[src/rtl/seq_chunk_adder_if.sv]
// Operand/result handshake bundle for seq_chunk_adder.
// The slave side is the adder; the master side issues operands and takes results.
interface seq_chunk_adder_if #(
    parameter int WIDTH = 16
) ();
    logic             in_valid;
    logic             in_ready;
    logic [WIDTH-1:0] in1;
    logic [WIDTH-1:0] in2;
    logic             c_in;
    logic             sub;
    logic             out_valid;
    logic             out_ready;
    logic [WIDTH-1:0] out;
    logic             carry;
    logic             overflow;

    modport master (
        output in_valid, in1, in2, c_in, sub, out_ready,
        input  in_ready, out_valid, out, carry, overflow
    );

    modport slave (
        input  in_valid, in1, in2, c_in, sub, out_ready,
        output in_ready, out_valid, out, carry, overflow
    );
endinterface

[src/rtl/seq_chunk_adder.sv]
// Multi-cycle two's-complement adder/subtractor: WIDTH bits processed CHUNK bits
// per clock, LSB slice first, with the inter-slice carry held in a register.
module seq_chunk_adder #(
    parameter int WIDTH = 16,
    parameter int CHUNK = 4
) (
    input  logic                clk,
    input  logic                rst_n,
    seq_chunk_adder_if.slave    bus
);
    localparam int NCH = WIDTH / CHUNK;
    localparam int KW  = (NCH > 1) ? $clog2(NCH) : 1;
    localparam logic [KW-1:0] K_LAST = KW'(NCH - 1);
    localparam logic [KW-1:0] K_ONE  = KW'(1);

    generate
        if ((WIDTH < 2) || (CHUNK < 1) || (CHUNK > WIDTH) || ((WIDTH % CHUNK) != 0)) begin : g_bad_params
            $error("seq_chunk_adder: illegal WIDTH/CHUNK combination");
        end
    endgenerate

    typedef enum logic [1:0] {
        IDLE = 2'd0,
        RUN  = 2'd1,
        DONE = 2'd2
    } state_t;

    state_t            state_r;
    state_t            state_s;
    logic [WIDTH-1:0]  a_r;
    logic [WIDTH-1:0]  b_r;
    logic [WIDTH-1:0]  out_r;
    logic              cy_r;
    logic              carry_r;
    logic              ovf_r;
    logic [KW-1:0]     k_r;

    logic [CHUNK-1:0]  a_sl_s;
    logic [CHUNK-1:0]  b_sl_s;
    logic [CHUNK:0]    sum_s;
    logic              msb_cin_s;
    logic              k_last_s;

    // Handshake flags decode straight from the state register.
    assign bus.in_ready  = (state_r == IDLE);
    assign bus.out_valid = (state_r == DONE);
    assign bus.out       = out_r;
    assign bus.carry     = carry_r;
    assign bus.overflow  = ovf_r;

    // One CHUNK-bit ripple slice: the only combinational adder path.
    always_comb begin
        a_sl_s    = a_r[k_r*CHUNK +: CHUNK];
        b_sl_s    = b_r[k_r*CHUNK +: CHUNK];
        sum_s     = {1'b0, a_sl_s} + {1'b0, b_sl_s} + {{CHUNK{1'b0}}, cy_r};
        // Carry into the slice MSB; only meaningful on the final slice.
        msb_cin_s = a_sl_s[CHUNK-1] ^ b_sl_s[CHUNK-1] ^ sum_s[CHUNK-1];
        k_last_s  = (k_r == K_LAST);
    end

    // State register.
    always_ff @(posedge clk or negedge rst_n) begin
        if (!rst_n) begin
            state_r <= IDLE;
        end else begin
            state_r <= state_s;
        end
    end

    // Next-state decode.
    always_comb begin
        state_s = state_r;
        case (state_r)
            IDLE: begin
                if (bus.in_valid) state_s = RUN;
                else              state_s = IDLE;
            end
            RUN: begin
                if (k_last_s) state_s = DONE;
                else          state_s = RUN;
            end
            DONE: begin
                if (bus.out_ready) state_s = IDLE;
                else               state_s = DONE;
            end
            default: state_s = IDLE;
        endcase
    end

    // Operand capture and slice-by-slice accumulation.
    always_ff @(posedge clk or negedge rst_n) begin
        if (!rst_n) begin
            a_r     <= '0;
            b_r     <= '0;
            out_r   <= '0;
            cy_r    <= 1'b0;
            carry_r <= 1'b0;
            ovf_r   <= 1'b0;
            k_r     <= '0;
        end else begin
            case (state_r)
                IDLE: begin
                    if (bus.in_valid) begin
                        // Subtraction is A + ~B + 1; c_in is ignored in that mode.
                        a_r  <= bus.in1;
                        b_r  <= bus.sub ? ~bus.in2 : bus.in2;
                        cy_r <= bus.sub ? 1'b1 : bus.c_in;
                        k_r  <= '0;
                    end
                end
                RUN: begin
                    out_r[k_r*CHUNK +: CHUNK] <= sum_s[CHUNK-1:0];
                    cy_r                      <= sum_s[CHUNK];
                    if (k_last_s) begin
                        carry_r <= sum_s[CHUNK];
                        ovf_r   <= msb_cin_s ^ sum_s[CHUNK];
                    end else begin
                        k_r <= k_r + K_ONE;
                    end
                end
                default: begin
                end
            endcase
        end
    end
endmodule

[src/flat_wrapper.sv]
// flat-port wrapper written by rule: the top's interface ports become plain ports
module seq_chunk_adder_flat 
#(
    parameter int WIDTH = 16,
    parameter int CHUNK = 4
)
  (clk, rst_n, bus_in_valid, bus_in1, bus_in2, bus_c_in, bus_sub, bus_out_ready, bus_in_ready, bus_out_valid, bus_out, bus_carry, bus_overflow);
  seq_chunk_adder_if #(.WIDTH(WIDTH)) bus_i ();
  input  logic clk;
  input  logic rst_n;
  input wire logic [$bits(bus_i.in_valid)-1:0] bus_in_valid;
  input wire logic [$bits(bus_i.in1)-1:0] bus_in1;
  input wire logic [$bits(bus_i.in2)-1:0] bus_in2;
  input wire logic [$bits(bus_i.c_in)-1:0] bus_c_in;
  input wire logic [$bits(bus_i.sub)-1:0] bus_sub;
  input wire logic [$bits(bus_i.out_ready)-1:0] bus_out_ready;
  output wire logic [$bits(bus_i.in_ready)-1:0] bus_in_ready;
  output wire logic [$bits(bus_i.out_valid)-1:0] bus_out_valid;
  output wire logic [$bits(bus_i.out)-1:0] bus_out;
  output wire logic [$bits(bus_i.carry)-1:0] bus_carry;
  output wire logic [$bits(bus_i.overflow)-1:0] bus_overflow;
  assign bus_i.in_valid = bus_in_valid;
  assign bus_i.in1 = bus_in1;
  assign bus_i.in2 = bus_in2;
  assign bus_i.c_in = bus_c_in;
  assign bus_i.sub = bus_sub;
  assign bus_i.out_ready = bus_out_ready;
  assign bus_in_ready = bus_i.in_ready;
  assign bus_out_valid = bus_i.out_valid;
  assign bus_out = bus_i.out;
  assign bus_carry = bus_i.carry;
  assign bus_overflow = bus_i.overflow;
  seq_chunk_adder #(.WIDTH(WIDTH), .CHUNK(CHUNK)) u_core (.clk(clk), .rst_n(rst_n), .bus(bus_i));
endmodule
[config.mk]
export PLATFORM = sky130hd
export DESIGN_NAME = seq_chunk_adder_flat
export DESIGN_NICKNAME = d
export VERILOG_FILES = /design/src/rtl/seq_chunk_adder_if.sv /design/src/rtl/seq_chunk_adder.sv /design/src/flat_wrapper.sv
export SDC_FILE = /design/constraint.sdc
export NUM_CORES = 1
export LEC_CHECK = 0
export ABC_AREA = 1
export CAP_MARGIN = 20
export CORE_ASPECT_RATIO = 0.9
export CORE_MARGIN = 2
export CORE_UTILIZATION = 51
export CTS_CLUSTER_DIAMETER = 80
export DETAILED_ROUTE_END_ITERATION = 7
export MAX_ROUTING_LAYER = met4
export PLACE_DENSITY = 0.8
export SYNTH_ARGS = -nofsm -noshare
export SYNTH_HDL_FRONTEND = slang
export SYNTH_SLANG_ARGS = --single-unit
[constraint.sdc]
create_clock -name clk -period 3.3 [get_ports clk]
set_clock_uncertainty 0.15 [all_clocks]
set_input_delay 0.33 -clock clk [delete_from_list [all_inputs] [get_ports clk]]
set_output_delay 0.33 -clock clk [all_outputs]
set_load 0.05 [all_outputs]
==> results of run 1 <==
## through the flow
step                area (um2)  power (mW)
finish                    3463       3.516
CTS                       3463       3.536
global placement          3381       3.145
global route              3463       3.833
detailed placement        3381       3.195
floorplan                 2804       2.640
## final timing paths
check,end,slack [ns],cells after the start
setup / recovery,u_core.bus.overflow$_DFFE_PN0P_,0.72,10
hold / removal,u_core.a_r[8]$_DFFE_PN0P_,0.34,2
setup reg to reg,u_core.bus.overflow$_DFFE_PN0P_,0.72,10
hold reg to reg,u_core.a_r[8]$_DFFE_PN0P_,0.34,2
max in group asynchronous,u_core.a_r[7]$_DFFE_PN0P_,1.75,3
min in group asynchronous,u_core.state_r[0]$_DFF_PN0_,0.47,2
## layer usage
metal | wire, um | part of all wire | vias up | global-route usage
li1 | - | - | 1135 | -
met1 | 2627 | 0.46 | 1032 | 0.2846
met2 | 2762 | 0.48 | 61 | 0.3297
met3 | 260 | 0.045 | 10 | 0.03277
met4 | 83 | 0.014 | 0 | 0.05000
met5 | 0 | 0 | - | -
## cell families (layout without fill, tap and decap cells)
family | after synthesis | after routing | synth area share
AND/OR/NAND/NOR | 125 | 125 | 0.1968
AO/OA/AOI/OAI | 72 | 72 | 0.1415
flip-flops | 55 | 55 | 0.4909
buffers and inverters | 38 | 90 | 0.06336
XOR/XNOR | 17 | 17 | 0.05310
adder cells (fa/ha/maj) | 11 | 11 | 0.05444
## report_power, final
part	total [mW]	switching (mW)	internal [mW]	leakage, nW
Clock	0.338	0.196	0.142	0.0371
Sequential	1.18	0.203	0.974	0.703
Combinational	2.00	1.31	0.687	0.838
## what timing repair did
| item | in CTS | in global routing |
|---|---|---|
| endpoints found under the hold margin | 31 | 0 |
| resized for setup | 0 | 0 |
| hold buffers | 1 | 0 |
## cell usage in the layout (no fill, tap or decap), types with 2 or more instances in the layout
cell,Yosys,final
a32oi_1,2,2
o22ai_1,6,6
clkdlybuf4s50_1,0,56
a21oi_1,5,5
fa_1,2,2
nand3_1,7,7
inv_2,4,4
dfrtp_1,55,55
xnor2_1,16,16
o21ai_1,4,4
ha_1,9,9
nand4_1,3,3
o21ai_0,48,48
nand2_4,3,3
inv_1,20,20
nor2_4,4,4
nor2_1,16,16
buf_4,1,2
clkbuf_8,0,5
o31ai_1,4,4
o21ai_2,3,3
nand2_1,90,90
## tightest hold or removal path, delay by kind of cell, from the launching register on
| kind | cells | cell delay [ns] |
|---|---|---|
| flip-flops | 1 | 0.35 |
| AND/OR/NAND/NOR | 2 | 0.11 |
## area by class of cell
type / instances / area (um2)
multi-input combinational: 225 / 1250
sequential: 55 / 1376
inverter: 24 / 90.09
tap: 67 / 83.83
fill: 450 / 1823
timing repair buffer: 60 / 590.6
clock buffer: 6 / 72.57
## sequential cells by signal (all words and copies together) (netlist names)
register,flops
u_core.bus.overflow,1
u_core.cy_r,1
u_core.k_r,2
u_core.bus.out,16
u_core.a_r,16
u_core.bus.carry,1
u_core.state_r,2
u_core.b_r,16
==> impl_metrics.ini, run 1 <==
[synth]
yosysUniqueCellTypes = 26
async_flop_share = 1.000
synth_common_cells = nand2_1 (90), dfrtp_1 (55), o21ai_0 (48), inv_1 (20)
synth_top_area_share = 0.4909
ys_ff_latch = 55
yosys.area.top_type = dfrtp_1
synth_flop_cell = dfrtp_1
syn_area_per_cell_um2 = 8.817
synthesis.area_um2 = 2804
syn_nets = 367
ys_top_cells_by_area = dfrtp_1 (49%), nand2_1 (12%), o21ai_0 (8.6%)
ys_seq_area_frac = 0.4909
synth_warnings = 0
yosysMostFrequentCell = nand2_1
synth_edf_count = 0
synthCells = 318

[grt]
antenna_found_initial = 0
grt_use_total = 0.2082
grt_max_degree = 52
grt_pass1_vias = 2093
overflow = 0
grt_pass1_wl_um = 9439

[cells_and_area]
fin_nets = 420
fin_util = 0.6551
diodes = 0
drive_above_1_share = 0.06216
stdcell_count = 437
syn2layout_area_growth_pct = 23.52

[floorplanning]
rows = 25
core_um2 = 5286
dieArea_um2 = 6108
initial_core_util = 0.5304
die_w_um = 82.16
die_h_um = 74.34
io_pins = 58

[route]
drt-total-wl_um = 5734
drc = 0
drt-initial-drc-count = 143
drt_first_pass_iters = 4
ant_nets = 0
wl_per_cell_um = 13.12
vias = 2238
via_per_inst = 5.121

[setup_path]
cp-end-kind = flop
critPathLaunch = u_core.k_r[0]$_DFFE_PN0P_
worstSetupPathType = reg -> reg
startpoint_type = flop
path_cells = inv_1 -> o21ai_0 -> o22ai_1 -> fa_1 -> inv_1 -> fa_1 -> o21ai_0 -> nor2_1 -> nand2_1 -> o21ai_0
slowest_delay_ns = 0.44
crit_family = compound AO/OA/AOI/OAI gates
crit_top_cell = o21ai_0
worstPathArrival_ns = 2.62
path_buf_inv = 2
cp.required_ns = 3.34
path_max_fanout = 22
r2r_start = u_core.k_r[0]$_DFFE_PN0P_
critPathSlowestCell = inv_1

[sta]
final-max-slew-violation-count = 0
finalSetupViolCount = 0
worstMarginPinSlew_ns = 0.8781
period_share = 0.7821
setup_tns_ns = 0
finalWorstSetupSlack_ns = 0.7190
hold_viol_final = 0
hold_ws_ns = 0.3437
finalCriticalPeriod_ns = 2.581
slew_headroom = 0.4128
timing.fmax_mhz = 387.4
rsz0062_at_grt = false

[place]
placedCellCount = 430
hpwl_um = 4315
io_buffers = 57
post-place-ws_ns = 0.7105
gp_congestion = 0.9431

[flow_run]
maxCapViolCount = 0

[clock_network]
postCtsSetupBuffers = 0
clk_pin_slew_ns = 0.09
cts_num_sinks = 55
cts_buffers = 5
cts_max_level = 2
clk_path_buf_depth = 2
clk_latency_ns = 0.30
cts_tree = built
clockRootBuffer = clkbuf_8

[outcome]
outcome = completed

[worst_hold_path]
hold_path.startpoint = u_core.a_r[8]$_DFFE_PN0P_
hold_class = reg -> reg

[pwr]
irDropWorstVdd_v = 0.0004911
power.leakage_nw = 1.578
p_per_area_nw_per_um2 = 1015
Power figures use the tool's default switching activity.
==> run 2, diff against run 1 <==
==> constraint.sdc (replaced) <==
create_clock -name clk -period 2.6 [get_ports clk]
set_clock_uncertainty 0.15 [all_clocks]
set_input_delay 0.26 -clock clk [delete_from_list [all_inputs] [get_ports clk]]
set_output_delay 0.26 -clock clk [all_outputs]
set_load 0.05 [all_outputs]
==> run 2 against run 1 <==
Routed wire length grew 4.9%. Via count grew 3.1%. Total power grew 32%. Combinational power grew 34%. Final area grew 2.3%. Critical path type unchanged.
==> impl_metrics.ini, run 2 (synthesis gave the netlist of run 1 again) <==
[sta]
slew_headroom = 0.5882
finalCriticalPeriod_ns = 2.434
finalSetupViolCount = 0
hold_viol_final = 0
rsz0062_at_grt = false
final-max-slew-violation-count = 0
worstMarginPinSlew_ns = 0.6177
setup_tns_ns = 0
timing.fmax_mhz = 410.9
period_share = 0.9360

[setup_path]
cp-end-kind = flop
r2r_slack_ns = 0.17
path_max_fanout = 25
cp.required_ns = 2.66
startpoint_type = flop
worstPathArrival_ns = 2.49
worstSetupPathType = reg -> reg

[clock_network]
postCtsSetupBuffers = 0
clk_latency_ns = 0.31
cts_num_sinks = 55
clk_pin_slew_ns = 0.09
cts_max_level = 2
cts_buffers = 5
clockRootBuffer = clkbuf_8
cts_tree = built
clk_path_buf_depth = 2

[cells_and_area]
syn2layout_area_growth_pct = 26.37
multi_input_area_um2 = 1250
fin_nets = 426
diodes = 0
fin_util = 0.6703
layout_commonest_cell = nand2_1
nFillCells = 446
drive_above_1_share = 0.08488
seq_area_um2 = 1376
final_cell_mix = nand2_1 (90), clkdlybuf4s50_1 (56), dfrtp_1 (55)

[grt]
grt_pass1_wl_um = 10060
grt_max_degree = 40
grt_use_total = 0.2246
overflow = 0
antenna_found_initial = 0
grt_pass1_vias = 2239

[flow_run]
maxCapViolCount = 0

[place]
gp_congestion = 0.9795
io_buffers = 57
hpwl_um = 4576

[route]
wl_met3_um = 243
wl_met1_um = 2637
drt-initial-drc-count = 100
via_per_inst = 5.198
wl_per_cell_um = 13.55
drt-total-wl_um = 6017
vias = 2308
drt_first_pass_iters = 6
drc = 0
ant_nets = 0
met2_length_um = 3030
highest_layer = met4

[floorplanning]
dieArea_um2 = 6108
die_w_um = 82.16
core_um2 = 5286
die_h_um = 74.34
io_pins = 58
rows = 25
initial_core_util = 0.5304

[pwr]
power.leakage_nw = 1.622
irDropWorstVdd_v = 0.0007371
p_per_area_nw_per_um2 = 1307

[worst_hold_path]
hold_class = in -> reg

[outcome]
outcome = completed
==> run 2: cell types whose count changed in the layout (fill, tap and decap cells not counted) <==
cell	previous run	this run
buf_12	0	1
buf_4	2	6
buf_8	0	1
clkbuf_1	1	0
clkbuf_8	5	6
clkinv_2	0	1
inv_1	20	19
inv_2	4	5
==> run 2: cell type report <==
type | instances | share of cell area
Clock buffer | 6 | 0.02331
Clock inverter | 1 | 0.001412
Inverter | 24 | 0.02542
Multi-Input combinational cell | 225 | 0.3528
Sequential cell | 55 | 0.3884
Tap cell | 67 | 0.02366
Timing Repair Buffer | 66 | 0.1850
==> run 2: metal layers <==
layer / global-route usage / vias to the layer above
met5: - / -
met4: 0.07593 / 0
met3: 0.04248 / 11
met2: 0.3821 / 64
met1: 0.2690 / 1088
li1: - / 1145
==> run 2: path summary, 6_finish.rpt <==
path	from	end	cells after the start
min in group asynchronous	rst_n	u_core.bus.out[9]$_DFFE_PN0P_	2
max in group asynchronous	rst_n	u_core.k_r[1]$_DFFE_PN0P_	3
worst min-delay path	bus_in1[15]	u_core.a_r[15]$_DFFE_PN0P_	3
worst max-delay path	u_core.k_r[0]$_DFFE_PN0P_	u_core.bus.out[9]$_DFFE_PN0P_	7
worst max register to register	u_core.k_r[0]$_DFFE_PN0P_	u_core.bus.out[9]$_DFFE_PN0P_	7
worst min register to register	u_core.bus.out[12]$_DFFE_PN0P_	u_core.bus.out[12]$_DFFE_PN0P_	2
==> run 2: timing repair <==
| action | in CTS | in global routing |
|---|---|---|
| hold buffers | 1 | 0 |
| setup endpoints to repair | 0 | 3 |
| hold endpoints to repair | 26 | 0 |
| gates resized for setup | 0 | 3 |
==> run 2: power by group <==
group / leakage [nW] / internal (mW) / switching (mW)
combinational: 0.872 / 0.929 / 1.74
sequential: 0.703 / 1.24 / 0.249
clock: 0.0470 / 0.210 / 0.268
total: 1.62 / 2.37 / 2.26
==> run 2: critical path, cell delays in order, from the launching register on <==
cell and delay (ns):
dfrtp_1 0.42, buf_8 0.17, o21ai_0 0.19, o22ai_1 0.14, fa_1 0.45, inv_1 0.09
fa_1 0.45, o31ai_1 0.28
==> run 2: stage by stage <==
stage	worst slack (ns)	instance area [um2]	hold slack, ns	power (mW)	cells
after floorplan	0.1950	2804	-0.1856	3.351	318
after global routing	0.003988	3543	0.3305	5.025	444
after CTS	0.1408	3536	0.3231	4.626	444
after detailed placement	0.1860	3438	0.1606	4.124	436
final	0.1663	3543	0.3233	4.631	444
after global placement	0.2740	3438	0.1472	4.015	436
==> run 3, diff against run 2 <==
--- a/config.mk
+++ b/config.mk
@@ -11,9 +11,11 @@
 export CORE_MARGIN = 2
 export CORE_UTILIZATION = 51
 export CTS_CLUSTER_DIAMETER = 80
+export CTS_CLUSTER_SIZE = 14
 export DETAILED_ROUTE_END_ITERATION = 7
 export MAX_ROUTING_LAYER = met4
 export PLACE_DENSITY = 0.8
+export REMOVE_ABC_BUFFERS = 1
 export SYNTH_ARGS = -nofsm -noshare
 export SYNTH_HDL_FRONTEND = slang
 export SYNTH_SLANG_ARGS = --single-unit
==> run 3 against run 2 <==
Sequential cell count unchanged. Via count increased by 0.26%. Combinational power increased by 1%. First-iteration DRC count increased by 18%. Largest power group unchanged. Highest routed layer unchanged.
==> impl_metrics.ini, run 3 (synthesis gave the netlist of run 1 again) <==
[outcome]
outcome = completed

[grt]
antenna_found_initial = 0
grt_pass1_vias = 2297
grt_max_degree = 35
overflow = 0
grt_use_total = 0.2243
grt_pass1_wl_um = 10090

[clock_network]
clk_pin_slew_ns = 0.09
cts_max_level = 2
postCtsSetupBuffers = 0
clockRootBuffer = clkbuf_8
clk_path_buf_depth = 2
cts_buffers = 5
cts_tree = built
clk_latency_ns = 0.30
cts_num_sinks = 55

[pwr]
power.leakage_nw = 1.615
finalPower_mw = 4.618
p_per_area_nw_per_um2 = 1303
irDropWorstVdd_v = 0.0006568

[setup_path]
crit_top_cell = nand2_1
startpoint_type = flop
path_max_fanout = 10
worstPathArrival_ns = 2.49
path_buf_inv = 3
crit_family = adder cells
critPathSlowestCell = fa_1
cp-end-kind = flop
cp.required_ns = 2.68
worstSetupPathType = reg -> reg
slowest_delay_ns = 0.49
path_cells = inv_2 -> buf_4 -> nand2_1 -> a32oi_1 -> inv_1 -> fa_1 -> xor2_2 -> nor2_1 -> nand2_1 -> o21ai_1

[floorplanning]
initial_core_util = 0.5304
dieArea_um2 = 6108
die_h_um = 74.34
io_pins = 58
die_w_um = 82.16
rows = 25
core_um2 = 5286

[cells_and_area]
diodes = 0
layout_commonest_cell = nand2_1
final_cell_mix = nand2_1 (90), clkdlybuf4s50_1 (56), dfrtp_1 (55)
drive_above_1_share = 0.09043
fin_nets = 426
fin_util = 0.6705
syn2layout_area_growth_pct = 26.42
nFillCells = 434

[route]
drt-initial-drc-count = 118
drt-total-wl_um = 5845
ant_nets = 0
drc = 0
drt_first_pass_iters = 4
vias = 2314
wl_per_cell_um = 13.19
via_per_inst = 5.223

[place]
io_buffers = 57
gp_congestion = 0.8702
hpwl_um = 4334

[sta]
hold_viol_final = 0
period_share = 0.9245
setup_tns_ns = 0
slew_headroom = 0.5788
worstMarginPinSlew_ns = 0.6317
rsz0062_at_grt = false
final-max-slew-violation-count = 0
timing.fmax_mhz = 416.0
finalCriticalPeriod_ns = 2.404
finalSetupViolCount = 0

[worst_hold_path]
hold_class = reg -> reg

[flow_run]
maxCapViolCount = 0
==> run 3: metal layers <==
layer / vias to the layer above / GRT usage / part of all wire
met2: 65 / 0.3668 / 0.49
met5: - / - / 0
met3: 8 / 0.04248 / 0.059
li1: 1149 / - / -
met1: 1092 / 0.2847 / 0.44
met4: 0 / 0.06852 / 0.012
==> run 3: report_power, final <==
group          internal, mW  switching [mW]  total [mW]
Clock                 0.180           0.254       0.435
Sequential             1.24           0.237        1.47
Combinational         0.955            1.76        2.71
Total                  2.37            2.25        4.62
==> run 3: area by class of cell <==
class | instances | area, um2 | area share
Sequential cell | 55 | 1376 | 0.3883
Clock buffer | 6 | 72.57 | 0.02047
Multi-Input combinational cell | 225 | 1266 | 0.3572
Timing Repair Buffer | 66 | 655.6 | 0.1850
Inverter | 24 | 90.09 | 0.02541
Tap cell | 67 | 83.83 | 0.02365
==> run 3: worst paths after layout <==
check	from	to	slack (ns)	depth (start not counted)
setup / recovery	u_core.k_r[0]$_DFFE_PN0P_	u_core.bus.out[6]$_DFFE_PN0P_	0.20	10
hold / removal	u_core.a_r[7]$_DFFE_PN0P_	u_core.a_r[7]$_DFFE_PN0P_	0.33	2
setup reg to reg	u_core.k_r[0]$_DFFE_PN0P_	u_core.bus.out[6]$_DFFE_PN0P_	0.20	10
hold reg to reg	u_core.a_r[7]$_DFFE_PN0P_	u_core.a_r[7]$_DFFE_PN0P_	0.33	2
max in group asynchronous	rst_n	u_core.a_r[11]$_DFFE_PN0P_	1.38	3
min in group asynchronous	rst_n	u_core.bus.out[11]$_DFFE_PN0P_	0.35	2
==> run 3: per-stage QoR <==
step                      setup WS (ns)  cell area [um2]  std cells  hold slack (ns)
final                            0.1964             3545        443           0.3324
after global routing            0.04199             3545        443           0.3329
after CTS                       0.09190             3521        443           0.3344
after detailed placement        0.09212             3438        436           0.1645
after global placement           0.2525             3438        436           0.1521
after floorplan                 -0.1690             2716        304          -0.1856
==> run 3: tightest hold or removal path, delay by kind of cell (launching register included) <==
family	cells	cell delay (ns)
flip-flops	1	0.35
AND/OR/NAND/NOR	2	0.11
==> run 3: repair_timing <==
item                                    in CTS  in global routing
hold endpoints to repair                    26                  0
gates resized for setup                      0                  9
endpoints found under the setup margin       0                  6
hold buffers                                 1                  0
